File: config.mk
export PLATFORM = sky130hd
export DESIGN_NAME = uart_rx
export DESIGN_NICKNAME = d
export VERILOG_FILES = /design/src/rtl/uart_rx_pkg.sv /design/src/rtl/uart_rx_sync_2ff.sv /design/src/rtl/uart_rx.sv
export SDC_FILE = /design/constraint.sdc
export NUM_CORES = 1
export LEC_CHECK = 0
export ABC_CLOCK_PERIOD_IN_PS = 2800
export CELL_PAD_IN_SITES_DETAIL_PLACEMENT = 0
export CELL_PAD_IN_SITES_GLOBAL_PLACEMENT = 1
export CORE_MARGIN = 5
export CORE_UTILIZATION = 30
export CTS_CLUSTER_DIAMETER = 30
export DETAILED_ROUTE_END_ITERATION = 8
export PLACE_DENSITY = 0.51
export SLEW_MARGIN = 20
export SYNTH_ARGS = -nofsm -noshare
export SYNTH_HDL_FRONTEND = slang
export SYNTH_SLANG_ARGS = --single-unit
File: constraint.sdc
create_clock -name i_clk -period 2.8 [get_ports i_clk]
set_input_delay 0.84 -clock i_clk [delete_from_list [all_inputs] [get_ports i_clk]]
set_output_delay 0.84 -clock i_clk [all_outputs]
set_load 0.005 [all_outputs]
File: src/rtl/uart_rx_pkg.sv
// Shared UART definitions: receiver FSM states, frame width and baud divisor helper.
package uart_rx_pkg;

  localparam int unsigned UART_DATA_BITS = 8;

  typedef enum logic [1:0] {
    IDLE,
    START,
    DATA,
    STOP
  } uart_rx_state_t;

  function automatic int unsigned clks_per_bit(input int unsigned clk_freq_hz,
                                               input int unsigned baud_rate);
    return clk_freq_hz / baud_rate;
  endfunction

endpackage

File: src/rtl/uart_rx_sync_2ff.sv
// Generic two-flop synchronizer for a single asynchronous bit.
module sync_2ff #(
  parameter logic RST_VAL = 1'b1
) (
  input  logic clk,
  input  logic rst_n,
  input  logic d,
  output logic q
);

  logic meta;

  always_ff @(posedge clk or negedge rst_n) begin
    if (!rst_n) begin
      meta <= RST_VAL;
      q    <= RST_VAL;
    end else begin
      meta <= d;
      q    <= meta;
    end
  end

endmodule

File: src/rtl/uart_rx.sv
// 8N1 UART receiver: mid-bit sampling of an oversampled line, bytes out on valid/ready.
module uart_rx
  import uart_rx_pkg::*;
#(
  parameter int unsigned clk_freq_hz = 50_000_000,
  parameter int unsigned baud_rate   = 57600
) (
  input  logic                      i_clk,
  input  logic                      i_rst_n,
  input  logic                      i_uart_rx,
  output logic [UART_DATA_BITS-1:0] o_data,
  output logic                      o_valid,
  input  logic                      i_ready,
  output logic                      o_frame_err,
  output logic                      o_overrun
);

  localparam int unsigned CLKS_PER_BIT = clks_per_bit(clk_freq_hz, baud_rate);
  localparam int unsigned HALF_BIT     = CLKS_PER_BIT / 2;
  localparam int unsigned CNT_W        = $clog2(CLKS_PER_BIT) + 1;
  localparam int unsigned IDX_W        = $clog2(UART_DATA_BITS);

  if (CLKS_PER_BIT < 4) begin : g_bad_baud
    $error("uart_rx: CLKS_PER_BIT must be at least 4");
  end

  uart_rx_state_t            state, state_n;
  logic [CNT_W-1:0]          cnt, cnt_n;
  logic [IDX_W-1:0]          idx, idx_n;
  logic [UART_DATA_BITS-1:0] shreg, shreg_n, data_n;
  logic                      valid_n, ferr_n, ovr_n;
  logic                      rx_s, rx_d;
  logic [1:0]                live;
  logic                      armed, armed_n;
  logic                      tick;

  sync_2ff #(.RST_VAL(1'b1)) u_sync (
    .clk   (i_clk),
    .rst_n (i_rst_n),
    .d     (i_uart_rx),
    .q     (rx_s)
  );

  assign tick = (cnt == '0);

  // State, datapath and registered outputs.
  always_ff @(posedge i_clk or negedge i_rst_n) begin
    if (!i_rst_n) begin
      state       <= IDLE;
      cnt         <= '0;
      idx         <= '0;
      shreg       <= '0;
      rx_d        <= 1'b1;
      live        <= '0;
      armed       <= 1'b0;
      o_data      <= '0;
      o_valid     <= 1'b0;
      o_frame_err <= 1'b0;
      o_overrun   <= 1'b0;
    end else begin
      state       <= state_n;
      cnt         <= cnt_n;
      idx         <= idx_n;
      shreg       <= shreg_n;
      rx_d        <= rx_s;
      live        <= {live[0], 1'b1};
      armed       <= armed_n;
      o_data      <= data_n;
      o_valid     <= valid_n;
      o_frame_err <= ferr_n;
      o_overrun   <= ovr_n;
    end
  end

  // Start detection is armed only once the synchronized line has been seen high,
  // so a line that is low after reset or after a frame error cannot start a frame.
  always_comb begin
    state_n = state;
    cnt_n   = cnt;
    idx_n   = idx;
    shreg_n = shreg;
    data_n  = o_data;
    valid_n = o_valid & ~i_ready;
    ferr_n  = 1'b0;
    ovr_n   = 1'b0;
    armed_n = armed | (live[1] & rx_s);

    case (state)
      IDLE: begin
        if (armed && rx_d && !rx_s) begin
          state_n = START;
          cnt_n   = CNT_W'(HALF_BIT - 1);
        end
      end
      START: begin
        if (!tick) begin
          cnt_n = cnt - CNT_W'(1);
        end else if (rx_s) begin
          state_n = IDLE;
        end else begin
          state_n = DATA;
          cnt_n   = CNT_W'(CLKS_PER_BIT - 1);
          idx_n   = '0;
        end
      end
      DATA: begin
        if (!tick) begin
          cnt_n = cnt - CNT_W'(1);
        end else begin
          shreg_n = {rx_s, shreg[UART_DATA_BITS-1:1]};
          cnt_n   = CNT_W'(CLKS_PER_BIT - 1);
          idx_n   = idx + IDX_W'(1);
          if (idx == IDX_W'(UART_DATA_BITS - 1)) state_n = STOP;
        end
      end
      STOP: begin
        if (!tick) begin
          cnt_n = cnt - CNT_W'(1);
        end else begin
          state_n = IDLE;
          if (!rx_s) begin
            ferr_n  = 1'b1;
            armed_n = 1'b0;
          end else if (!o_valid || i_ready) begin
            data_n  = shreg;
            valid_n = 1'b1;
          end else begin
            ovr_n = 1'b1;
          end
        end
      end
      default: state_n = IDLE;
    endcase
  end

endmodule

==> impl_metrics.yaml <==
sta:
  relSlewSlack_pct: 38.2
  finalCriticalPeriod_ns: 2.27
  tns_ns: 0
  finalSetupViolCount: 0
  tightest_slew_ns: 0.928
  fmax_mhz: 441
  hold_violations: 0
  finalCritPeriodShare_pct: 81.0
  rsz0062_at_grt: "false"
  finClkSkew_ns: 0.00642
  slew_violations: 0
clocking:
  cts_hold_buffers: 0
  cts_sinks: 41
  cts.htree.levels: 2
  clk_pin_slew_ns: 0.08
  root_buffer: "clkbuf_8"
  cts_tree: "yes"
  post_cts_buffers: 0
  cts.path.max_buffers: 2
  cts_made_buffers: 5
  ctsResizeCount: 0
  clk_latency_ns: 0.29
worst_setup_path:
  crit_family: "simple AND/OR/NAND/NOR gates"
  worstPathCellList: "ha_1 -> a21oi_1 -> nor4_4 -> or4_2 -> nand3_1"
  cp-start-kind: "register"
  crit_fanout: 10
  cp_slowest_cell: "or4_2"
  worst-setup-path-type: "reg2reg"
  cp.depth: 5
  critical_path_required_ns: 3.03
  crit_buf_inv: 0
  slowest_delay_ns: 0.68
  worst_setup_path_end_kind: "register"
  timing.reg2reg.worst_path_depth: 5
  arrival_ns: 2.50
grt:
  grt_pass1_vias: 1639
  grt_util_all_layers_pct: 11.9
  grt_max_degree: 42
  overflow: 0
  grt_pass1_wl_mm: 8.37
  antenna_found_initial: 0
floorplanning:
  ioPinCount: 15
  core_region_area_um2: 7140
  die_area_um2: 9050
  start_util_pct: 30.5
  fp.dieW_um: 95.1
  chipHeight_um: 95.1
  num_rows: 31
yosys:
  synth-warning-count: 0
  netlist_instances: 189
  seq_area_frac_synth_pct: 47.4
  ys_seq_elements: 41
  postSynthAreaPerCell_um2: 11.5
  ys.flop_type: "dfrtp_1"
  syn_area_um2: 2170
  synth.distinct_cells: 48
  synth_edf_count: 0
  syn_nets: 202
  async_reset_ff_share_pct: 100
placement:
  portBuffers: 14
  dpl.hpwl_mm: 3.49
  place.gp.congestion: 0.802
outcome:
  status: "complete, no violations"
pwr:
  p_sw_w: 0.00101
  power_w: 0.00242
  pwr-share-comb_pct: 45.4
  p_int_w: 0.00142
  leakage_nw: 1.11
  power_density_nw_per_um2: 945
  clkPwrFrac_pct: 20.8
  ir_drop_uv: 355
  p_sw_share_pct: 41.6
  power_frac_seq_pct: 33.8
routing:
  vias: 1607
  drc: 0
  wl_per_cell_um: 16.1
  drt_iter0_markers: 119
  vias_per_cell: 5.22
  ant_nets: 0
  drt_pre_antenna_iters: 4
  routed_wl_mm: 4.95
cells_and_area:
  antenna_cells: 0
  layout_commonest_cell: "dfrtp_1"
  areaGrowthSynthToFinish_pct: 18.0
  nNetsFinal: 221
  utilization_pct: 35.9
  fillerInstances: 723
  drive_gt1_share_pct: 23.0
  final_cell_mix: "dfrtp_1 (38), mux2_2 (17), clkdlybuf4s50_1 (13), nand2_1 (12), ha_1 (9)"
run:
  drv_cap: 0
hold_path:
  hold_path_depth: 0
  hold_path.class: "reg2reg"
==> per-layer routing <==
layer / up-vias / part of all wire, % / global-route usage (%)
met4: 0 / 1.3 / 4.57
met1: 812 / 47 / 16.1
met3: 6 / 4.0 / 3.08
met2: 32 / 47 / 18.2
li1: 757 / - / -
met5: - / 0 / 0
==> logic make-up (layout without fill, tap and decap cells) <==
| logic type | after synthesis | in the layout | share of synthesized area, % |
|---|---|---|---|
| and+or+nand+nor | 55 | 55 | 16.9 |
| buffers and inverters | 16 | 36 | 3.11 |
| DFF | 41 | 41 | 47.4 |
| muxes | 20 | 20 | 10.2 |
| AOI/OAI and AO/OA | 47 | 47 | 17.1 |
| adders and majority gates | 9 | 9 | 5.18 |
| other | 1 | 1 | 0.172 |
==> flip-flops by register name, indices dropped and copies added (netlist names), 2 cells and up, named ones only <==
register,cells
cnt,11
idx,3
live,2
o_data,8
shreg,8
==> power groups by stage <==
stage               clock [W]  sequential, W  combinational [W]
floorplan                   0       0.000787           0.000834
global placement            0       0.000820            0.00111
detailed placement          0       0.000828            0.00110
CTS                  0.000526       0.000817            0.00111
global route         0.000548       0.000831            0.00123
finish               0.000504       0.000818            0.00110
==> per-stage QoR <==
| step | hold WS, ns | std cells | setup WS [ns] | cell area (um^2) |
|---|---|---|---|---|
| detailed placement | 0.340 | 300 | 0.539 | 2440 |
| floorplan | 0.331 | 189 | 0.731 | 2170 |
| global route | 0.364 | 308 | 0.397 | 2560 |
| global placement | 0.334 | 300 | 0.566 | 2440 |
| CTS | 0.360 | 308 | 0.514 | 2560 |
| finish | 0.357 | 308 | 0.533 | 2560 |
==> synth_stat cells (2+ instances only) <==
cell | instances | area share (%)
o21ai_0 | 4 | 0.92
mux2_2 | 17 | 8.8
nor2_1 | 7 | 1.2
clkbuf_1 | 6 | 1.0
nand3_1 | 7 | 1.6
o211ai_1 | 4 | 1.4
o22a_1 | 2 | 0.81
inv_1 | 7 | 1.2
mux2i_1 | 3 | 1.4
a41oi_1 | 4 | 1.6
or4_4 | 2 | 1.0
nor4_1 | 3 | 0.86
buf_1 | 2 | 0.35
nor4_4 | 3 | 2.9
a31oi_1 | 7 | 2.0
dfrtp_1 | 38 | 44
dfstp_2 | 3 | 3.6
nand2b_1 | 6 | 1.7
o32a_1 | 2 | 0.92
nand4_1 | 4 | 1.2
a211oi_1 | 4 | 1.4
nor3_1 | 5 | 1.2
o31ai_1 | 3 | 1.0
nand2_1 | 12 | 2.1
a21oi_1 | 3 | 0.69
ha_1 | 9 | 5.2
==> final timing paths <==
kind                            startpoint       to  slack, ns
worst max-delay path              state[0]  cnt[10]       0.53
worst min-delay path               live[0]  live[1]       0.36
worst max register to register    state[0]  cnt[10]       0.53
worst min register to register     live[0]  live[1]       0.36
max in group asynchronous          i_rst_n  live[0]       1.54
min in group asynchronous          i_rst_n   cnt[8]       0.67
==> layout make-up <==
cell class	instances	area (um^2)	area share, %
clock buffers	6	82.6	3.22
clock inverters	2	37.5	1.46
inverters	7	26.3	1.02
multi-input cells	132	1080	42.0
flip-flops and latches	41	1030	40.1
well taps	99	124	4.83
repair buffers	21	188	7.32
Note: power is estimated with default switching activity, not from simulation.
